--- config.mk ---
export PLATFORM = sky130hd
export DESIGN_NAME = pipeline_wb_q
export DESIGN_NICKNAME = d
export VERILOG_FILES = /design/src/rtl/wb_pkg.sv /design/src/rtl/wb_load_ext.sv /design/src/rtl/pipeline_wb_q.sv
export SDC_FILE = /design/constraint.sdc
export NUM_CORES = 1
export LEC_CHECK = 0
export ABC_CLOCK_PERIOD_IN_PS = 3800
export CAP_MARGIN = 20
export CORE_MARGIN = 8
export CORE_UTILIZATION = 47
export DETAILED_ROUTE_END_ITERATION = 10
export PLACE_DENSITY = 0.77
export SYNTH_ARGS = -nofsm -noshare
export SYNTH_HDL_FRONTEND = slang
export SYNTH_SLANG_ARGS = --single-unit
--- constraint.sdc ---
create_clock -name clk_i -period 3.8 [get_ports clk_i]
set_input_delay 0.57 -clock clk_i [delete_from_list [all_inputs] [get_ports clk_i]]
set_output_delay 0.57 -clock clk_i [all_outputs]
set_load 0.02 [all_outputs]
--- src/rtl/wb_pkg.sv ---
// Shared types and helpers for the buffered writeback stage: instruction
// class decode, load funct3 encodings, FSM states and the queue entry tag.
package wb_pkg;

    typedef enum logic [1:0] {
        WB_ALU  = 2'd0,
        WB_JMP  = 2'd1,
        WB_LOAD = 2'd2,
        WB_NOWR = 2'd3
    } wb_class_e;

    typedef enum logic {
        WB_RUN   = 1'b0,
        WB_DRAIN = 1'b1
    } wb_state_e;

    localparam logic [2:0] F3_LB  = 3'b000;
    localparam logic [2:0] F3_LH  = 3'b001;
    localparam logic [2:0] F3_LW  = 3'b010;
    localparam logic [2:0] F3_LBU = 3'b100;
    localparam logic [2:0] F3_LHU = 3'b101;

    // Outstanding-response counter; flushes during DRAIN can stack up loads.
    localparam int DRAIN_W = 8;

    // Control part of a queue entry; rd and alu_out live in parallel arrays
    // because their widths are module parameters.
    typedef struct packed {
        wb_class_e  cls;
        logic [2:0] funct3;
    } wb_meta_t;

    function automatic wb_class_e wb_decode(input logic [5:0] opcode);
        wb_class_e cls;
        if (!opcode[5]) begin
            cls = WB_ALU;
        end else begin
            case (opcode[4:3])
                2'b11:   cls = WB_JMP;
                2'b00:   cls = WB_LOAD;
                default: cls = WB_NOWR;
            endcase
        end
        return cls;
    endfunction

endpackage

--- src/rtl/wb_load_ext.sv ---
// Combinational sub-word load extraction and sign/zero extension.
// WB_MISALIGN_TRAP_EN adds a misalign flag for unaligned LH/LHU/LW.
module wb_load_ext
    import wb_pkg::*;
#(
    parameter int XLEN = 32
) (
    input  logic [XLEN-1:0] word,
    input  logic [1:0]      addr,
    input  logic [2:0]      funct3,
`ifdef WB_MISALIGN_TRAP_EN
    output logic            misalign,
`endif
    output logic [XLEN-1:0] result
);

    logic [7:0]  byte_sel;
    logic [15:0] half_sel;

    always_comb begin
        byte_sel = word[{addr, 3'b000} +: 8];
        half_sel = word[{addr[1], 4'b0000} +: 16];
        case (funct3)
            F3_LB:   result = {{(XLEN-8){byte_sel[7]}}, byte_sel};
            F3_LBU:  result = {{(XLEN-8){1'b0}}, byte_sel};
            F3_LH:   result = {{(XLEN-16){half_sel[15]}}, half_sel};
            F3_LHU:  result = {{(XLEN-16){1'b0}}, half_sel};
            default: result = word;
        endcase
    end

`ifdef WB_MISALIGN_TRAP_EN
    always_comb begin
        misalign = 1'b0;
        if ((funct3 == F3_LH || funct3 == F3_LHU) && addr[0])
            misalign = 1'b1;
        if (funct3 == F3_LW && addr != 2'b00)
            misalign = 1'b1;
    end
`endif

endmodule

--- src/rtl/pipeline_wb_q.sv ---
// Buffered writeback stage: in-order DEPTH-entry queue, load-response wait,
// flush with response drain, registered RF write port. Option: WB_MISALIGN_TRAP_EN.
module pipeline_wb_q
    import wb_pkg::*;
#(
    parameter int XLEN    = 32,
    parameter int RADDR_W = 5,
    parameter int DEPTH   = 2
) (
    input  logic               clk_i,
    input  logic               rst_n_i,
    input  logic               in_valid_i,
    output logic               in_ready_o,
    input  logic [5:0]         opcode_i,
    input  logic [2:0]         funct3_i,
    input  logic [RADDR_W-1:0] rd_i,
    input  logic [XLEN-1:0]    alu_out_i,
    input  logic               flush_i,
    input  logic               dmem_rvalid_i,
    input  logic [XLEN-1:0]    dmem_rdata_i,
    output logic               dmem_rready_o,
    output logic               reg_we_o,
    output logic [RADDR_W-1:0] rd_o,
    output logic [XLEN-1:0]    reg_data_o,
    output logic               busy_o,
`ifdef WB_MISALIGN_TRAP_EN
    output logic               misalign_o,
`endif
    output wb_state_e          state_o
);

    localparam int PTR_W = $clog2(DEPTH);
    localparam int CNT_W = PTR_W + 1;

    // Handshake: a beat transfers on the rising edge where in_valid_i and
    // in_ready_o are both high; a load response transfers where
    // dmem_rvalid_i and dmem_rready_o are both high. Neither side may make
    // valid depend on ready.

    wb_meta_t           meta_q [DEPTH];
    logic [RADDR_W-1:0] rd_q   [DEPTH];
    logic [XLEN-1:0]    data_q [DEPTH];

    logic [PTR_W-1:0]   wr_ptr, rd_ptr;
    logic [CNT_W-1:0]   count;

    wb_state_e          state_q, state_nxt;
    logic [DRAIN_W-1:0] drain_cnt, drain_nxt, drain_base, flush_loads;
    logic               drain_dec;

    wb_meta_t           head_meta;
    logic [RADDR_W-1:0] head_rd;
    logic [XLEN-1:0]    head_data;
    logic               head_is_load;
    logic               push, retire, wr_en;
    logic [XLEN-1:0]    ext_result, wdata;
`ifdef WB_MISALIGN_TRAP_EN
    logic               ext_misalign, trap;
`endif

    assign head_meta    = meta_q[rd_ptr];
    assign head_rd      = rd_q[rd_ptr];
    assign head_data    = data_q[rd_ptr];
    assign head_is_load = (count != '0) && (head_meta.cls == WB_LOAD);

    assign in_ready_o    = (state_q == WB_RUN) && (count != CNT_W'(DEPTH));
    assign dmem_rready_o = (state_q == WB_DRAIN) || head_is_load;
    assign busy_o        = (count != '0) || (state_q == WB_DRAIN);
    assign state_o       = state_q;

    assign push   = in_valid_i && in_ready_o && !flush_i;
    // A head never retires in DRAIN because the queue is empty there.
    assign retire = (state_q == WB_RUN) && (count != '0) &&
                    (!head_is_load || dmem_rvalid_i);

    wb_load_ext #(.XLEN(XLEN)) u_load_ext (
        .word     (dmem_rdata_i),
        .addr     (head_data[1:0]),
        .funct3   (head_meta.funct3),
`ifdef WB_MISALIGN_TRAP_EN
        .misalign (ext_misalign),
`endif
        .result   (ext_result)
    );

    // Loads still in the queue that do not retire on this edge; a flush
    // turns each of them into one response to discard.
    always_comb begin
        flush_loads = '0;
        for (int k = 0; k < DEPTH; k++) begin
            if ((k < int'(count)) && !(k == 0 && retire) &&
                (meta_q[rd_ptr + PTR_W'(k)].cls == WB_LOAD))
                flush_loads = flush_loads + DRAIN_W'(1);
        end
    end

    always_comb begin
        drain_dec  = (state_q == WB_DRAIN) && dmem_rvalid_i && (drain_cnt != '0);
        drain_base = drain_cnt - DRAIN_W'(drain_dec);
        drain_nxt  = drain_base;
        state_nxt  = state_q;
        if (flush_i) begin
            drain_nxt = drain_base + flush_loads;
            state_nxt = (drain_nxt != '0) ? WB_DRAIN : WB_RUN;
        end else if (state_q == WB_DRAIN && drain_base == '0) begin
            state_nxt = WB_RUN;
        end
    end

    always_comb begin
        wr_en = retire && (head_meta.cls != WB_NOWR) && (head_rd != '0);
`ifdef WB_MISALIGN_TRAP_EN
        trap = retire && head_is_load && ext_misalign;
        if (trap)
            wr_en = 1'b0;
`endif
        wdata = head_is_load ? ext_result : head_data;
    end

    always_ff @(posedge clk_i or negedge rst_n_i) begin
        if (!rst_n_i) begin
            state_q   <= WB_RUN;
            drain_cnt <= '0;
        end else begin
            state_q   <= state_nxt;
            drain_cnt <= drain_nxt;
        end
    end

    always_ff @(posedge clk_i or negedge rst_n_i) begin
        if (!rst_n_i) begin
            wr_ptr <= '0;
            rd_ptr <= '0;
            count  <= '0;
        end else if (flush_i) begin
            wr_ptr <= '0;
            rd_ptr <= '0;
            count  <= '0;
        end else begin
            if (push)
                wr_ptr <= wr_ptr + 1'b1;
            if (retire)
                rd_ptr <= rd_ptr + 1'b1;
            count <= count + CNT_W'(push) - CNT_W'(retire);
        end
    end

    // Entry storage needs no reset; occupancy is tracked by count.
    always_ff @(posedge clk_i) begin
        if (push) begin
            meta_q[wr_ptr] <= '{cls: wb_decode(opcode_i), funct3: funct3_i};
            rd_q[wr_ptr]   <= rd_i;
            data_q[wr_ptr] <= alu_out_i;
        end
    end

    always_ff @(posedge clk_i or negedge rst_n_i) begin
        if (!rst_n_i) begin
            reg_we_o   <= 1'b0;
            rd_o       <= '0;
            reg_data_o <= '0;
        end else begin
            reg_we_o <= wr_en;
            if (wr_en) begin
                rd_o       <= head_rd;
                reg_data_o <= wdata;
            end
        end
    end

`ifdef WB_MISALIGN_TRAP_EN
    always_ff @(posedge clk_i or negedge rst_n_i) begin
        if (!rst_n_i)
            misalign_o <= 1'b0;
        else
            misalign_o <= trap;
    end
`endif

endmodule

==> impl_metrics.ini, run 1 <==
[route]
vias = 4626
first_pass_iters = 7
drt-initial-drc-count = 389
route.detailed.drc = 0
wl_per_cell_um = 21.1
viasPerCell = 5.88
drt-total-wl_mm = 16.6
antenna_left = 0

[yosys]
ys.warnings.count = 0
avgSynthCellArea_um2 = 13.2
netlist_instances = 479
post_synth_mux_area_share_pct = 8.95
async_flop_share_pct = 37.8
synth-xor-area-share_pct = 2.47
synth-adder-area-share_pct = 1.70
synth_edf_count = 84
synth_compound_area_share_pct = 17.4
synth_top_family_by_area = compound AO/OA/AOI/OAI gates
synth_fp_nets = 570
ys_ff_latch = 135
synth_cell_types = 65
synthSimpleGateAreaFrac_pct = 6.80
synth.cell_area_mm2 = 0.00633
yosysSeqAreaShare_pct = 60.0
synth_ff_type = edfxtp_1

[timing]
drv_slew = 0
fmax_mhz = 292
worst_pin_slew_ns = 0.888
min_period_ns = 3.42
fin_crit_sh_pct = 90.0
max-slew-margin-rel_pct = 40.3
hold_viol = 0
final.setup.tns_ns = 0
clock_skew_ns = 0.00613
rsz0062_at_grt = false
setup_viol = 0

[floorplan]
ioPinCount = 125
start_util_pct = 48.0
core_mm2 = 0.0132
dieArea_mm2 = 0.0174
fp.dieH_um = 132
fp.dieW_um = 132
rows = 42

[outcome]
status = complete, no violations

[cells_and_area]
final_common_cell = clkdlybuf4s50_1
fin_nets = 689
final_cell_mix = clkdlybuf4s50_1, edfxtp_1, dfrtp_1
n_antenna_cell = 0
drive_above_1_share_pct = 9.82
syn2layout_area_growth_pct = 31.1
final_area_mm2 = 0.00830
fillers = 1000

[clocking]
cts_tree = done
postCtsSetupBuffers = 0
postCtsHoldBufs = 0
root_buffer = clkbuf_16
cts_buffer_depth = 2
clk_pin_slew_ns = 0.05
numCtsBuffers = 17
clk-insertion-delay-late_ns = 0.42
cts.sinks = 135
cts.htree.levels = 4
cts_resized = 0

[placed_design]
place_hpwl_mm = 11.5
io_buffer_count = 121
finalWeightedCongestion = 0.845
dpl_cell_area_mm2 = 0.00772

[critical_path]
rr_startpoint = rd_ptr
cp.arrival_ns = 3.69
required_ns = 4.07
rr_worst_depth = 10
crit_path_start = rd_ptr
critical_path_class = flip-flop to flip-flop
path_max_fanout = 6
r2r-end = state_o
start_kind = flip-flop
ff2ff_setup_slack_ns = 0.38
critPathCaptureType = flip-flop

[power_and_ir_drop]
vdd_drop_max_mv = 0.332
p_total_mw = 4.86
p_leak_nw = 3.02
powerDensity_mw_per_mm2 = 586

[grt]
use_met3_pct = 4.65
grt_pass1_vias = 4771
grt.busiest_layer = met2
met1_usage_pct = 23.1
overflow = 0
use_met2_pct = 30.9
antenna_found_initial = 0
grt_max_degree = 54
track_usage_pct = 19.1
grt_pass1_wl_mm = 25.9

[run]
maxCapViolCount = 0

[hold_path]
min_path_type = input pin to async pin
## area by class of cell
class / instances / area (um2) / area share [%]
sequential: 135 / 3800 / 45.8
multi-input combinational: 303 / 2380 / 28.7
timing repair buffer: 131 / 1290 / 15.6
clock buffer: 23 / 468 / 5.64
tap: 176 / 220 / 2.65
clock inverter: 9 / 101 / 1.22
inverter: 10 / 37.5 / 0.452
## sequential cells by signal (all words and copies together) (netlist names)
signal	flops
data_q	64
reg_data_o	32
meta_q	10
rd_q	10
drain_cnt	8
rd_o	5
count	2
rd_ptr	1
reg_we_o	1
state_o	1
wr_ptr	1
## per-layer routing
layer  vias to the layer above  share of wire (%)  wire [um]
met5                         -                  0          0
met3                        39                6.2       1030
met1                      2279                 41       6830
li1                       2116                  -          -
met2                       192                 49       8200
met4                         0                3.2        536
## synthesized netlist by cell type, drive strengths merged (4+ instances only)
library cell   n  area [um2]
nand2         23        86.3
a211oi         4        40.0
edfxtp        84        2520
nor2          10        37.5
o31ai          4        30.0
dfrtp         51        1280
a2bb2oi        6        52.6
inv           10        37.5
buf           11        60.1
xnor2         12         113
nor3           7        35.0
ha             7        87.6
mux2           5        60.1
clkbuf        20        75.1
nand3          4        20.0
a22o          29         254
o21ai         18        90.1
a221o         24         240
xor2           5        43.8
or3b           4        35.0
mux2i         48         484
a21oi         41         205
## power breakdown
| group | leakage (nW) | switching [mW] | internal, mW | total, mW |
|---|---|---|---|---|
| Sequential | 1.41 | 0.201 | 1.78 | 1.98 |
| Combinational | 1.34 | 0.645 | 0.639 | 1.28 |
| Clock | 0.271 | 0.600 | 0.994 | 1.59 |
## critical path: stages, from the launching register on
cell       delay (ns)
dfrtp_2          0.44
or3b_1           0.43
a21o_2           0.24
a21oi_1          0.15
ha_1             0.26
ha_1             0.22
fa_1             0.46
and4b_1          0.24
a41o_1           0.24
a2111oi_0        0.47
a211oi_2         0.13
## stage by stage
step                setup WS (ns)  hold WS [ns]  std cells  util [%]
floorplan                   0.218         0.274        479         -
global placement            0.347         0.466        754      58.5
detailed placement          0.272         0.479        754      58.5
CTS                         0.369         0.205        786      62.9
global route                0.121         0.245        787      62.9
finish                      0.379         0.194        787      62.9
## how the worst max path moves through the flow
stage | to | slack [ns] | depth (start not counted)
after floorplan | data_q[0][0] | 0.22 | 4
after global placement | state_o | 0.35 | 11
after detailed placement | state_o | 0.27 | 11
after CTS | state_o | 0.37 | 10
after global routing | state_o | 0.12 | 10
final | state_o | 0.38 | 10
## logic make-up (layout without fill, tap and decap cells)
logic type | after synthesis | in the layout
flops | 135 | 135
xor+xnor | 17 | 17
buf+inv | 41 | 173
simple gates | 76 | 76
mux | 54 | 54
fa+ha+maj | 8 | 8
compound gates | 148 | 148
(Power assumes the default switching activity.)
==> run 2: changes to the inputs <==
GPL_ROUTABILITY_DRIVEN = 0   (was unset)
SKIP_CTS_REPAIR_TIMING = 1   (was unset)
==> run 2 against run 1 <==
Maximum frequency shrank 1.7%. Clock skew is 0.0034 ns higher. Combinational power hardly changed. Critical endpoint unchanged. Die area did not move. Sequential power about the same. Sequential cell count unchanged. Sequential share of layout area about the same. Largest power group unchanged.
==> impl_metrics.ini, run 2 (synthesized netlist as in run 1, its figures left out) <==
[outcome]
status = complete, no violations

[cells_and_area]
syn2layout_area_growth_pct = 30.9
instances_no_fill = 788
final_area_mm2 = 0.00829
n_antenna_cell = 0
largest_register_ffs = 64
drive_above_1_share_pct = 10.5
reg.largest.list = data_q x64, reg_data_o x32
final_cell_mix = clkdlybuf4s50_1, edfxtp_1, dfrtp_1
final_common_cell = clkdlybuf4s50_1
regMostFlops = data_q
fin_nets = 690

[clocking]
clk-insertion-delay-late_ns = 0.42
cts_tree = done
numCtsBuffers = 17
cts.sinks = 135
cts.htree.levels = 4
clk_pin_slew_ns = 0.06
cts_buffer_depth = 2
root_buffer = clkbuf_16

[timing]
final.setup.tns_ns = 0
drv_slew = 0
setup_viol = 0
fin_crit_sh_pct = 91.6
clock_skew_ns = 0.00952
max-slew-margin-rel_pct = 35.7
worst_pin_slew_ns = 0.957
fmax_mhz = 287
holdWs_ns = 0.210
hold_viol = 0
rsz0062_at_grt = false
min_period_ns = 3.48

[critical_path]
slowest_delay_ns = 0.51
path_max_fanout = 13
critPathCaptureType = flip-flop
slowest_stage = dfrtp_2
start_kind = flip-flop
crit_top_cell = ha_1
required_ns = 4.07
critical_path_class = flip-flop to flip-flop
cp.arrival_ns = 3.75
crit_chain = or3b_1 > a21o_2 > a21oi_1 > ha_1 > ha_1 > fa_1 > xnor2_1 > or4b_1 > a211oi_1 > a211oi_2

[grt]
grt_pass1_wl_mm = 25.8
grt_pass1_vias = 4664
overflow = 0
track_usage_pct = 19.0
antenna_found_initial = 0
grt_max_degree = 69

[route]
viasPerCell = 5.92
drt-total-wl_mm = 16.6
first_pass_iters = 5
antenna_left = 0
route.detailed.drc = 0
wl_per_cell_um = 21.0
drt-initial-drc-count = 443
vias = 4664

[power_and_ir_drop]
p_leak_nw = 3.02
vdd_drop_max_mv = 0.291
powerDensity_mw_per_mm2 = 579

[floorplan]
start_util_pct = 48.0
ioPinCount = 125
fp.dieH_um = 132
rows = 42
core_mm2 = 0.0132
fp.dieW_um = 132
dieArea_mm2 = 0.0174

[placed_design]
io_buffer_count = 121
dpl_cell_area_mm2 = 0.00771
place_inst = 754
place_hpwl_mm = 11.4

[run]
maxCapViolCount = 0

[hold_path]
min_path_type = input pin to async pin
[run 2: where the power goes]
group	total [mW]	switching [mW]	internal, mW
Clock	1.52	0.619	0.906
Sequential	1.99	0.206	1.78
Combinational	1.29	0.651	0.636
[run 2: critical path: cells and delay by family, from the launching register on]
family | cells | cell delay [ns]
AOI/OAI and AO/OA | 4 | 0.75
DFF | 1 | 0.51
adders and majority gates | 3 | 0.92
and+or+nand+nor | 2 | 0.94
xor gates and xnor gates | 1 | 0.19
[run 2: final cells by class]
cell class                      count  area, um2
Inverter                           10       37.5
Fill cell                         980       4900
Multi-Input combinational cell    303       2380
Clock buffer                       22        485
Timing Repair Buffer              132       1300
Sequential cell                   135       3800
Clock inverter                     10       68.8
Tap cell                          176        220
[run 2: stage by stage]
stage / setup WS (ns) / utilization [%] / total power, mW
floorplan: 0.218 / - / 2.69
global placement: 0.316 / 58.5 / 3.23
detailed placement: 0.267 / 58.5 / 3.28
CTS: 0.329 / 62.7 / 4.82
global route: 0.138 / 62.9 / 4.99
finish: 0.321 / 62.9 / 4.80
[run 2: final timing paths]
check | start | slack, ns | cells past startpoint | endpoint
max | rd_ptr | 0.32 | 10 | state_o
min | rst_n_i | 0.21 | 1 | drain_cnt[6]
max reg2reg | rd_ptr | 0.32 | 10 | state_o
min reg2reg | rd_o[4] | 0.48 | 2 | rd_o[4]
max in group asynchronous | rst_n_i | 2.78 | 2 | reg_data_o[9]
min in group clk_i | rd_o[4] | 0.48 | 2 | rd_o[4]
[run 2: per-layer routing]
layer,vias to the layer above,part of all wire [%],track usage [%]
li1,2127,-,-
met1,2322,41,22.6
met2,181,50,31.2
met3,34,5.5,4.65
met4,0,3.4,9.89
met5,-,0,0
